## config.mk

```make
export PLATFORM = sky130hd
export DESIGN_NAME = core_dispatch_scoreboard_flat
export DESIGN_NICKNAME = d
export VERILOG_FILES = /design/src/rtl/core_dispatch_scoreboard_if.sv /design/src/rtl/core_dispatch_scoreboard.sv /design/src/flat_wrapper.sv
export SDC_FILE = /design/constraint.sdc
export NUM_CORES = 1
export LEC_CHECK = 0
export BUFFER_PORTS_ARGS = -buffer_cell sky130_fd_sc_hd__buf_2
export CAP_MARGIN = 20
export CORE_MARGIN = 2
export CORE_UTILIZATION = 31
export CTS_CLUSTER_DIAMETER = 100
export CTS_CLUSTER_SIZE = 25
export DETAILED_ROUTE_END_ITERATION = 8
export PLACE_DENSITY = 0.66
export SYNTH_ARGS = -nofsm -noshare
export SYNTH_HDL_FRONTEND = slang
export SYNTH_SLANG_ARGS = --single-unit
export TNS_END_PERCENT = 20
```

## constraint.sdc

```tcl
create_clock -name clk -period 2.7 [get_ports clk]
set_input_delay 0.54 -clock clk [delete_from_list [all_inputs] [get_ports clk]]
set_output_delay 0.54 -clock clk [all_outputs]
set_load 0.01 [all_outputs]
```

## src/rtl/core_dispatch_scoreboard_if.sv

```systemverilog
`default_nettype none
// ============================================================================
// Module      : core_dispatch_scoreboard_pkg / core_dispatch_scoreboard_if
// Description : Decoded-instruction types and the dispatch <-> scoreboard
//               bundle (slot instructions, issue strobes, EU retire pulses,
//               source masks, pending-write masks and busy flags).
// Revision    : 1.0 - initial release
// ============================================================================

package core_dispatch_scoreboard_pkg;

    localparam int REG_W = 4;

    typedef logic [REG_W-1:0] reg_num;

    typedef struct packed {
        logic execute;
        logic branch;
        logic mul;
        logic ldst;
    } insn_ctrl;

    typedef struct packed {
        logic   writeback;
        reg_num rd;
        reg_num ra;
        reg_num rb;
        logic   uses_ra;
        logic   uses_rb;
    } insn_data;

    typedef struct packed {
        insn_ctrl ctrl;
        insn_data data;
    } insn_decode;

endpackage

interface core_dispatch_scoreboard_if #(
    parameter int NUM_REGS = 16
);
    import core_dispatch_scoreboard_pkg::*;

    insn_decode          cur_a;
    insn_decode          cur_b;
    logic                dispatch_a;
    logic                dispatch_b;
    logic                done_alu_a;
    logic                done_alu_b;
    logic                done_mul;
    logic                done_ldst;
    logic                done_branch;
    logic [NUM_REGS-1:0] mask_a_ra;
    logic [NUM_REGS-1:0] mask_a_rb;
    logic [NUM_REGS-1:0] mask_b_ra;
    logic [NUM_REGS-1:0] mask_b_rb;
    logic [NUM_REGS-1:0] mask_alu_a;
    logic [NUM_REGS-1:0] mask_alu_b;
    logic [NUM_REGS-1:0] mask_mul;
    logic [NUM_REGS-1:0] mask_ldst;
    logic [NUM_REGS-1:0] mask_branch;
    logic                busy_alu_a;
    logic                busy_alu_b;
    logic                busy_mul;
    logic                busy_ldst;
    logic                busy_branch;

    // Dispatch side: drives instructions, issue strobes and retire pulses.
    modport master (
        output cur_a, cur_b, dispatch_a, dispatch_b,
               done_alu_a, done_alu_b, done_mul, done_ldst, done_branch,
        input  mask_a_ra, mask_a_rb, mask_b_ra, mask_b_rb,
               mask_alu_a, mask_alu_b, mask_mul, mask_ldst, mask_branch,
               busy_alu_a, busy_alu_b, busy_mul, busy_ldst, busy_branch
    );

    // Scoreboard side.
    modport slave (
        input  cur_a, cur_b, dispatch_a, dispatch_b,
               done_alu_a, done_alu_b, done_mul, done_ldst, done_branch,
        output mask_a_ra, mask_a_rb, mask_b_ra, mask_b_rb,
               mask_alu_a, mask_alu_b, mask_mul, mask_ldst, mask_branch,
               busy_alu_a, busy_alu_b, busy_mul, busy_ldst, busy_branch
    );

endinterface
`default_nettype wire

```

## src/rtl/core_dispatch_scoreboard.sv

```systemverilog
`default_nettype none
// ============================================================================
// Module      : core_dispatch_scoreboard
// Description : Per-EU register scoreboard for the dual-issue dispatch stage.
//               One tracker (valid + rd tag) per execution unit; set on a
//               writing issue, cleared on the EU retire pulse. Produces
//               one-hot pending-write masks, busy flags and the
//               combinational source-operand masks for hazard detection.
// Revision    : 1.0 - initial release
// ============================================================================

module core_dispatch_scoreboard #(
    parameter int NUM_REGS = 16
) (
    input  wire                        clk,
    input  wire                        rst,
    core_dispatch_scoreboard_if.slave  sb
);
    import core_dispatch_scoreboard_pkg::*;

    localparam int         c_TAG_W  = $clog2(NUM_REGS);
    localparam int         c_NUM_EU = 5;
    localparam logic [2:0] c_EU_ALU_A  = 3'd0;
    localparam logic [2:0] c_EU_ALU_B  = 3'd1;
    localparam logic [2:0] c_EU_MUL    = 3'd2;
    localparam logic [2:0] c_EU_LDST   = 3'd3;
    localparam logic [2:0] c_EU_BRANCH = 3'd4;
    localparam logic [NUM_REGS-1:0] c_ONE = {{(NUM_REGS-1){1'b0}}, 1'b1};

    // Steering priority: branch, then mul, then ldst, else the slot's own ALU.
    function automatic logic [2:0] steer(input insn_decode insn, input logic slot_b);
        if (insn.ctrl.branch)   return c_EU_BRANCH;
        else if (insn.ctrl.mul) return c_EU_MUL;
        else if (insn.ctrl.ldst) return c_EU_LDST;
        else if (slot_b)        return c_EU_ALU_B;
        else                    return c_EU_ALU_A;
    endfunction

    logic [2:0]          w_eu_a;
    logic [2:0]          w_eu_b;
    logic                w_issue_a;
    logic                w_issue_b;
    logic [c_NUM_EU-1:0] w_set_a;
    logic [c_NUM_EU-1:0] w_set_b;
    logic [c_NUM_EU-1:0] w_done;
    logic [c_NUM_EU-1:0] r_valid;
    logic [c_TAG_W-1:0]  r_tag     [c_NUM_EU];
    logic [NUM_REGS-1:0] w_eu_mask [c_NUM_EU];

    assign w_eu_a    = steer(sb.cur_a, 1'b0);
    assign w_eu_b    = steer(sb.cur_b, 1'b1);
    assign w_issue_a = sb.dispatch_a && sb.cur_a.ctrl.execute && sb.cur_a.data.writeback;
    assign w_issue_b = sb.dispatch_b && sb.cur_b.ctrl.execute && sb.cur_b.data.writeback;
    assign w_done    = {sb.done_branch, sb.done_ldst, sb.done_mul,
                        sb.done_alu_b, sb.done_alu_a};

    // Decode which tracker each slot writes this cycle.
    always_comb begin
        w_set_a = '0;
        w_set_b = '0;
        if (w_issue_a) w_set_a[w_eu_a] = 1'b1;
        if (w_issue_b) w_set_b[w_eu_b] = 1'b1;
    end

    // Tracker update: reset beats everything, a set beats a concurrent retire,
    // and slot a beats slot b if both land on the same EU.
    always_ff @(posedge clk) begin
        if (rst) begin
            r_valid <= '0;
            for (int e = 0; e < c_NUM_EU; e++) begin
                r_tag[e] <= '0;
            end
        end else begin
            for (int e = 0; e < c_NUM_EU; e++) begin
                if (w_set_a[e]) begin
                    r_valid[e] <= 1'b1;
                    r_tag[e]   <= sb.cur_a.data.rd;
                end else if (w_set_b[e]) begin
                    r_valid[e] <= 1'b1;
                    r_tag[e]   <= sb.cur_b.data.rd;
                end else if (w_done[e]) begin
                    r_valid[e] <= 1'b0;
                end
            end
        end
    end

    generate
        for (genvar e = 0; e < c_NUM_EU; e++) begin : g_eu
            assign w_eu_mask[e] = r_valid[e] ? (c_ONE << r_tag[e]) : '0;

            // Hazard logic must never route both slots into one EU.
            a_no_dual_steer : assert property (@(posedge clk) disable iff (rst)
                !(w_set_a[e] && w_set_b[e]));

            // A busy EU may only be re-issued in the cycle it retires.
            a_no_overwrite : assert property (@(posedge clk) disable iff (rst)
                !((w_set_a[e] || w_set_b[e]) && r_valid[e] && !w_done[e]));
        end
    endgenerate

    assign sb.mask_alu_a  = w_eu_mask[c_EU_ALU_A];
    assign sb.mask_alu_b  = w_eu_mask[c_EU_ALU_B];
    assign sb.mask_mul    = w_eu_mask[c_EU_MUL];
    assign sb.mask_ldst   = w_eu_mask[c_EU_LDST];
    assign sb.mask_branch = w_eu_mask[c_EU_BRANCH];

    assign sb.busy_alu_a  = r_valid[c_EU_ALU_A];
    assign sb.busy_alu_b  = r_valid[c_EU_ALU_B];
    assign sb.busy_mul    = r_valid[c_EU_MUL];
    assign sb.busy_ldst   = r_valid[c_EU_LDST];
    assign sb.busy_branch = r_valid[c_EU_BRANCH];

    // Source-operand masks follow the current decode with no state.
    assign sb.mask_a_ra = sb.cur_a.data.uses_ra ? (c_ONE << sb.cur_a.data.ra) : '0;
    assign sb.mask_a_rb = sb.cur_a.data.uses_rb ? (c_ONE << sb.cur_a.data.rb) : '0;
    assign sb.mask_b_ra = sb.cur_b.data.uses_ra ? (c_ONE << sb.cur_b.data.ra) : '0;
    assign sb.mask_b_rb = sb.cur_b.data.uses_rb ? (c_ONE << sb.cur_b.data.rb) : '0;

endmodule
`default_nettype wire

```

## src/flat_wrapper.sv

```systemverilog
// flat-port wrapper written by rule: the top's interface ports become plain ports
module core_dispatch_scoreboard_flat import core_dispatch_scoreboard_pkg::*;
#(
    parameter int NUM_REGS = 16
)
  (clk, rst, sb_cur_a, sb_cur_b, sb_dispatch_a, sb_dispatch_b, sb_done_alu_a, sb_done_alu_b, sb_done_mul, sb_done_ldst, sb_done_branch, sb_mask_a_ra, sb_mask_a_rb, sb_mask_b_ra, sb_mask_b_rb, sb_mask_alu_a, sb_mask_alu_b, sb_mask_mul, sb_mask_ldst, sb_mask_branch, sb_busy_alu_a, sb_busy_alu_b, sb_busy_mul, sb_busy_ldst, sb_busy_branch);
  core_dispatch_scoreboard_if #(.NUM_REGS(NUM_REGS)) sb_i ();
  input  wire clk;
  input  wire rst;
  input wire logic [$bits(sb_i.cur_a)-1:0] sb_cur_a;
  input wire logic [$bits(sb_i.cur_b)-1:0] sb_cur_b;
  input wire logic [$bits(sb_i.dispatch_a)-1:0] sb_dispatch_a;
  input wire logic [$bits(sb_i.dispatch_b)-1:0] sb_dispatch_b;
  input wire logic [$bits(sb_i.done_alu_a)-1:0] sb_done_alu_a;
  input wire logic [$bits(sb_i.done_alu_b)-1:0] sb_done_alu_b;
  input wire logic [$bits(sb_i.done_mul)-1:0] sb_done_mul;
  input wire logic [$bits(sb_i.done_ldst)-1:0] sb_done_ldst;
  input wire logic [$bits(sb_i.done_branch)-1:0] sb_done_branch;
  output wire logic [$bits(sb_i.mask_a_ra)-1:0] sb_mask_a_ra;
  output wire logic [$bits(sb_i.mask_a_rb)-1:0] sb_mask_a_rb;
  output wire logic [$bits(sb_i.mask_b_ra)-1:0] sb_mask_b_ra;
  output wire logic [$bits(sb_i.mask_b_rb)-1:0] sb_mask_b_rb;
  output wire logic [$bits(sb_i.mask_alu_a)-1:0] sb_mask_alu_a;
  output wire logic [$bits(sb_i.mask_alu_b)-1:0] sb_mask_alu_b;
  output wire logic [$bits(sb_i.mask_mul)-1:0] sb_mask_mul;
  output wire logic [$bits(sb_i.mask_ldst)-1:0] sb_mask_ldst;
  output wire logic [$bits(sb_i.mask_branch)-1:0] sb_mask_branch;
  output wire logic [$bits(sb_i.busy_alu_a)-1:0] sb_busy_alu_a;
  output wire logic [$bits(sb_i.busy_alu_b)-1:0] sb_busy_alu_b;
  output wire logic [$bits(sb_i.busy_mul)-1:0] sb_busy_mul;
  output wire logic [$bits(sb_i.busy_ldst)-1:0] sb_busy_ldst;
  output wire logic [$bits(sb_i.busy_branch)-1:0] sb_busy_branch;
  assign sb_i.cur_a = sb_cur_a;
  assign sb_i.cur_b = sb_cur_b;
  assign sb_i.dispatch_a = sb_dispatch_a;
  assign sb_i.dispatch_b = sb_dispatch_b;
  assign sb_i.done_alu_a = sb_done_alu_a;
  assign sb_i.done_alu_b = sb_done_alu_b;
  assign sb_i.done_mul = sb_done_mul;
  assign sb_i.done_ldst = sb_done_ldst;
  assign sb_i.done_branch = sb_done_branch;
  assign sb_mask_a_ra = sb_i.mask_a_ra;
  assign sb_mask_a_rb = sb_i.mask_a_rb;
  assign sb_mask_b_ra = sb_i.mask_b_ra;
  assign sb_mask_b_rb = sb_i.mask_b_rb;
  assign sb_mask_alu_a = sb_i.mask_alu_a;
  assign sb_mask_alu_b = sb_i.mask_alu_b;
  assign sb_mask_mul = sb_i.mask_mul;
  assign sb_mask_ldst = sb_i.mask_ldst;
  assign sb_mask_branch = sb_i.mask_branch;
  assign sb_busy_alu_a = sb_i.busy_alu_a;
  assign sb_busy_alu_b = sb_i.busy_alu_b;
  assign sb_busy_mul = sb_i.busy_mul;
  assign sb_busy_ldst = sb_i.busy_ldst;
  assign sb_busy_branch = sb_i.busy_branch;
  core_dispatch_scoreboard #(.NUM_REGS(NUM_REGS)) u_core (.clk(clk), .rst(rst), .sb(sb_i));
endmodule
```

==> out/qor.csv, run 1 <==
stage,metric,value,unit
timing,fmaxAchievable,477,MHz
yosys,synthArstFlopShare,0,%
timing,period_minus_slack,2.10,ns
yosys,synth-simple-area-share,51.5,%
timing,fin_crit_sh,77.7,%
yosys,synth_nets,388,
route,firstDrtPassIters,4,
route,vias_per_cell,5.17,
cells_and_area,antennaDiodeCount,0,
floorplan,start_util,31.9,%
timing,worstMarginPinSlew,0.461,ns
yosys,ys.flop_type,edfxtp_1,
critical_path,rr_endpoint,u_core.r_valid[2],
power_and_ir_drop,leakagePower,1.77,nW
global_route,grt_max_degree,19,
power_and_ir_drop,p_clk_share,23.2,%
power_and_ir_drop,power_frac_seq,51.7,%
clocking,numCtsBuffers,3,
critical_path,start_kind,flip-flop,
cells_and_area,area_growth,44.6,%
floorplan,pin_count,196,
clocking,cts_root_buf,clkbuf_8,
yosys,yosys-mux-area-fraction,1.63,%
critical_path,rrSetupSlack,1.92,ns
clocking,clock_latency,0.26,ns
timing,setup_violations,0,
yosys,yosys_warnings,0,
placed_design,io_buffers,195,
cells_and_area,finalCoreUtilization,46.1,%
yosys,synth_seq_cells,25,
power_and_ir_drop,comb_power_share,25.2,%
global_route,antenna_found_initial,0,
hold_path,hold_depth,3,
hold_path,min_path_type,primary input to flip-flop,
global_route,grt_pass1_vias,2706,
timing,final_hold_viol_count,0,
yosys,synth_xor_area_share,0,%
outcome,outcome,finished clean,
yosys,yosysSeqAreaShare,28.6,%
clocking,ctsResizeCount,0,
placed_design,place_ws,0.652,ns
critical_path,cp_data_arrival_time,1.56,ns
cells_and_area,fillCellCount,780,
route,drtIter0Drc,145,
global_route,grt_pass1_wl,12700,microns
critical_path,required,2.16,ns
hold_path,min_from,sb_done_branch,
route,avgRoutedWirePerCell,13.0,microns
critical_path,worstRegToRegCells,1,
global_route,overflow,0,
timing,setup_tns,0,ns
timing,setup_ws,0.602,ns
floorplan,fp-row-count,32,
timing,slew_headroom,69.3,%
clocking,cts_max_path_buffers,2,
critical_path,critPathKind,flip-flop to output port,
clocking,clock_sinks,25,
yosys,synth_area_per_cell,7.20,sq um
yosys,synth_top_family_by_area,simple AND/OR/NAND/NOR gates,
clocking,cts_htree_levels,1,
yosys,synth_compound_area_share,15.5,%
global_route,grtUsageTotal,17.5,%
route,wl,8200,microns
power_and_ir_drop,powerDensity,260,mW/mm^2
yosys,syn_inst,341,
floorplan,die_area,0.00864,sq mm
route,drcViolationCount,0,
yosys,yosys.area_share.adder,0,%
cells_and_area,drive_above_1_share,41.0,%
placed_design,gp_congestion,0.948,
floorplan,core_area,0.00769,sq mm
timing,slew_violations,0,
clocking,postCtsHoldBufs,0,
yosys,yosysUniqueCellTypes,41,
yosys,synth_area,0.00245,sq mm
critical_path,r2r_start,u_core.r_valid[2],
route,ant_nets,0,
power_and_ir_drop,swShare,31.1,%
clocking,clk_pin_slew,0.08,ns
power_and_ir_drop,p_int,0.635,mW
floorplan,die_y,93.0,microns
timing,fin_skew,0,ns
critical_path,path_max_fanout,4,
floorplan,die_w,93.0,microns
timing,rsz0062_at_grt,no,
critical_path,critPathCaptureType,output port,
power_and_ir_drop,p_sw,0.287,mW
route,vias,3255,
yosys,synth_edf_count,20,
flow_run,maxCapViolCount,0,
hold_path,whs_endpoint,u_core.r_valid[4],
power_and_ir_drop,irDropWorstVdd,0.172,mV
placed_design,place_hpwl,6870,microns
clocking,cts_tree,built,
cells_and_area,fin_nets,575,
timing,holdWs,0.532,ns
clocking,post-cts-setup-buffers,0,
[flip-flops by register name, summed over array words and instances, names as in the netlist]
register        count
u_core.r_valid      5
u_core.r_tag       20
[per-layer routing]
metal  track usage [%]  routed length [microns]
met5                 0                        0
met4              3.31                       86
met3              2.20                      622
met2              32.7                     4160
met1              21.6                     3330
[cell type report]
cell class	count	area, sq um	area share, %
multi-input combinational	300	1680	47.4
tap	102	128	3.60
clock inverter	1	5.00	0.141
clock buffer	3	41.3	1.16
timing repair buffer	196	983	27.7
inverter	2	7.51	0.212
sequential	25	701	19.8
[synth_stat cells, drive strengths merged, types with 2 or more instances]
cell,count,area (sq um)
clkbuf,7,26.3
mux2i,4,40.0
a2bb2oi,4,35.0
nand4b,2,32.5
nand2b,24,150
o211ai,20,170
nor3,40,200
and2,4,25.0
edfxtp,20,601
a21oi,2,10.0
dfxtp,5,100
nor4bb,4,40.0
buf,7,37.5
nand2,16,60.1
o2111ai,4,35.0
nor2,108,408
a21o,2,15.0
nor4,3,18.8
nand3b,16,120
nand3,16,80.1
o21ai,9,45.0
and4b,2,20.0
or3b,9,78.8
[power groups by stage]
stage	Clock [mW]	Combinational, mW	Sequential (mW)
finish	0.214	0.232	0.476
global route	0.235	0.256	0.483
CTS	0.218	0.230	0.476
detailed placement	0	0.230	0.485
global placement	0	0.227	0.483
floorplan	0	0.137	0.471
[cells in the final DEF, fill, tap and decap left out, types with 2 or more instances in the layout]
cell         n
buf_2      195
nor2_1     107
nor3_1      40
nand2b_1    24
edfxtp_1    20
nand3_1     16
nand2_1     16
nand3b_1    16
o211ai_1    16
o21ai_0      9
or3b_2       8
dfxtp_1      5
a2bb2oi_1    4
nor4bb_1     4
o211ai_2     4
o2111ai_1    4
mux2i_1      4
and2_1       4
nor4_1       3
clkbuf_8     3
and4b_1      2
a21o_1       2
a21oi_1      2
[through the flow]
step | total power [mW] | std cells | instance area [sq um]
detailed placement | 0.714 | 625 | 3500
CTS | 0.924 | 629 | 3550
global placement | 0.711 | 625 | 3500
global route | 0.974 | 629 | 3550
finish | 0.922 | 629 | 3550
floorplan | 0.608 | 341 | 2450
[worst max-delay path by stage]
| stage | cells after the start | start | slack, ns | to |
|---|---|---|---|---|
| 4_1_cts | 3 | u_core.r_tag[4][3] | 0.59 | sb_mask_branch[0] |
| 2_1_floorplan | 2 | sb_cur_a[6] | 0.85 | sb_mask_a_ra[0] |
| 3_3_place_gp | 4 | sb_cur_b[2] | 0.67 | sb_mask_b_rb[0] |
| 6_report | 3 | u_core.r_tag[4][3] | 0.60 | sb_mask_branch[0] |
| 5_1_grt | 3 | u_core.r_tag[3][3] | 0.52 | sb_mask_ldst[0] |
| 3_5_place_dp | 4 | sb_cur_b[2] | 0.65 | sb_mask_b_rb[0] |
[cells by family after synthesis]
kind of cell | after synthesis
AO/OA/AOI/OAI | 48
buffers and inverters | 16
flip-flops | 25
multiplexers | 4
AND/OR/NAND/NOR | 248
[critical path: stages (launching register included)]
cell and delay, ns:
edfxtp_1 0.42, or3b_2 0.54, nor3_1 0.17, buf_2 0.16
Power figures use the tool's default switching activity.
==> run 2: changes to the inputs <==
- PLACE_DENSITY: 0.66 -> 0.68
- clock period: 2.7 -> 1.9 ns (I/O delays scaled with it)
==> run 2 against run 1 <==
Effect of this change:
- critical path depth is the same
- cell count grew 0.79%
- hold slack lost 0.17 ns
- worst setup slack lost 0.52 ns
- via count grew 1.4%
- critical path type unchanged
- critical endpoint is now sb_mask_alu_b[0]
- largest cell class unchanged
==> out/qor.csv, run 2 (synthesis gave the netlist of run 1 again) <==
stage,metric,value,unit,change
outcome,outcome,finished clean,,unchanged
placed_design,io_buffers,195,,unchanged
critical_path,path_buf_inv,1,,unchanged
placed_design,place_hpwl,7090,microns,was 6870 microns
power_and_ir_drop,swShare,31.5,%,was 31.1%
critical_path,path_max_fanout,4,,unchanged
route,firstDrtPassIters,5,,was 4
cells_and_area,largest_reg_flops,20,,unchanged
timing,slew_headroom,72.7,%,was 69.3%
timing,worstMarginPinSlew,0.409,ns,was 0.461 ns
critical_path,crit_cells,3,,unchanged
global_route,overflow,0,,unchanged
route,drtIter0Drc,133,,was 145
placed_design,place_inst,630,,was 625
route,wl,8450,microns,was 8200 microns
critical_path,rr_endpoint,u_core.r_valid[2],,unchanged
global_route,grt_max_degree,19,,unchanged
cells_and_area,regMostFlops,u_core.r_tag,,unchanged
clocking,cts_htree_levels,1,,unchanged
cells_and_area,largestRegisters,"u_core.r_tag: 20 flops, u_core.r_valid: 5 flops",,unchanged
critical_path,critPathKind,flip-flop to output port,,unchanged
route,drcViolationCount,0,,unchanged
route,vias_per_cell,5.21,,was 5.17
critical_path,cp-endpoint,sb_mask_alu_b[0],,was sb_mask_branch[0]
global_route,grt_pass1_vias,2864,,was 2706
critical_path,start_kind,flip-flop,,unchanged
floorplan,die_y,93.0,microns,unchanged
critical_path,required,1.52,ns,was 2.16 ns
placed_design,gp_congestion,0.940,,was 0.948
clocking,cts_root_buf,clkbuf_8,,unchanged
global_route,grt_pass1_wl,13000,microns,was 12700 microns
route,avgRoutedWirePerCell,13.3,microns,was 13.0 microns
critical_path,slowest_delay,0.45,ns,was 0.54 ns
critical_path,r2r_start,u_core.r_valid[2],,unchanged
timing,fin_crit_sh,95.8,%,
clocking,postCtsHoldBufs,0,,unchanged
flow_run,maxCapViolCount,0,,unchanged
cells_and_area,antennaDiodeCount,0,,unchanged
power_and_ir_drop,power_frac_seq,51.2,%,was 51.7%
critical_path,critPathTopFamily,simple AND/OR/NAND/NOR gates,,unchanged
floorplan,core_area,0.00769,sq mm,unchanged
hold_path,min_path_type,primary input to flip-flop,,unchanged
floorplan,start_util,31.9,%,unchanged
timing,fin_skew,0,ns,unchanged
critical_path,worstRegToRegCells,1,,unchanged
clocking,cts_tree,built,,unchanged
route,vias,3302,,was 3255
timing,setup_violations,0,,unchanged
timing,setup_tns,0,ns,unchanged
clocking,numCtsBuffers,3,,unchanged
cells_and_area,drive_above_1_share,41.5,%,was 41.0%
timing,final_hold_viol_count,0,,unchanged
route,ant_nets,0,,unchanged
critical_path,worst_path_max_delay_cell,or3b_4,,was or3b_2
critical_path,critPathCaptureType,output port,,unchanged
clocking,clock_sinks,25,,unchanged
cells_and_area,area_growth,46.5,%,was 44.6%
cells_and_area,fillCellCount,776,,was 780
critical_path,cp_data_arrival_time,1.44,ns,was 1.56 ns
global_route,grtUsageTotal,18.3,%,was 17.5%
clocking,clock_latency,0.27,ns,was 0.26 ns
timing,period_minus_slack,1.82,ns,
cells_and_area,final_cell_mix,"buf_2, nor2_1, nor3_1, nand2b_1, edfxtp_1",,unchanged
timing,slew_violations,0,,unchanged
hold_path,min_from,sb_done_branch,,unchanged
power_and_ir_drop,powerDensity,369,mW/mm^2,was 260 mW/mm^2
clocking,cts_max_path_buffers,2,,unchanged
power_and_ir_drop,comb_power_share,25.5,%,was 25.2%
floorplan,pin_count,196,,unchanged
global_route,antenna_found_initial,0,,unchanged
cells_and_area,fin_cells,634,,was 629
floorplan,die_w,93.0,microns,unchanged
critical_path,crit_chain,or3b_4 > nor3_1 > buf_2,,was or3b_2 > nor3_1 > buf_2
power_and_ir_drop,leakagePower,1.81,nW,was 1.77 nW
floorplan,fp-row-count,32,,unchanged
clocking,post-cts-setup-buffers,0,,unchanged
cells_and_area,fin_nets,580,,was 575
clocking,clk_pin_slew,0.08,ns,about the same
critical_path,rrSetupSlack,1.11,ns,was 1.92 ns
power_and_ir_drop,p_int,0.908,mW,was 0.635 mW
clocking,ctsResizeCount,4,,was 0
power_and_ir_drop,p_clk_share,23.4,%,was 23.2%
timing,fmaxAchievable,549,MHz,
power_and_ir_drop,p_sw,0.418,mW,was 0.287 mW
cells_and_area,layout_commonest_cell,buf_2,,unchanged
power_and_ir_drop,irDropWorstVdd,0.435,mV,was 0.172 mV
timing,rsz0062_at_grt,no,,unchanged
floorplan,die_area,0.00864,sq mm,unchanged
critical_path,cp-startpoint,u_core.r_tag[1][3],,was u_core.r_tag[4][3]
## run 2: cell count changes in the layout (fill, tap and decap cells not counted), sizes merged
cell  change
buf       +5
## run 2: metal layers
metal / vias to the layer above / GRT usage [%] / part of all wire, %
met5: - / 0 / 0
met4: 0 / 6.99 / 2.6
met3: 18 / 2.28 / 8.1
met2: 169 / 34.2 / 49
met1: 1487 / 21.1 / 40
li1: 1628 / - / -
## run 2: power by group through the flow
stage          clock [mW]  combinational [mW]  sequential (mW)
6_report            0.310               0.337            0.678
5_1_grt             0.340               0.371            0.686
2_1_floorplan           0               0.195            0.670
4_1_cts             0.317               0.334            0.678
3_3_place_gp            0               0.324            0.686
3_5_place_dp            0               0.333            0.689
## run 2: how the worst min path moves through the flow
stage | to | slack [ns] | depth (start not counted)
floorplan | u_core.r_valid[0] | 0.54 | 2
detailed placement | u_core.r_valid[0] | 0.54 | 2
global placement | u_core.r_valid[4] | 0.52 | 2
CTS | u_core.r_valid[4] | 0.36 | 3
finish | u_core.r_valid[4] | 0.36 | 3
global route | u_core.r_valid[4] | 0.38 | 3
## run 2: cell type report
cell class	count	area, sq um	share of cell area [%]
Clock buffer	3	41.3	1.15
Sequential cell	25	701	19.5
Timing Repair Buffer	201	1020	28.4
Multi-Input combinational cell	300	1690	47.1
Inverter	2	7.51	0.209
Clock inverter	1	5.00	0.139
Tap cell	102	128	3.55
## run 2: stage by stage
step	hold slack (ns)	util [%]	setup WS (ns)	area (sq um)	power, mW
5_1_grt	0.378	46.8	0.00964	3590	1.40
3_5_place_dp	0.537	46.0	0.116	3540	1.02
4_1_cts	0.360	46.8	0.0676	3590	1.33
3_3_place_gp	0.519	46.0	0.167	3540	1.01
6_report	0.362	46.8	0.0800	3590	1.33
2_1_floorplan	0.537	-	0.331	2450	0.865
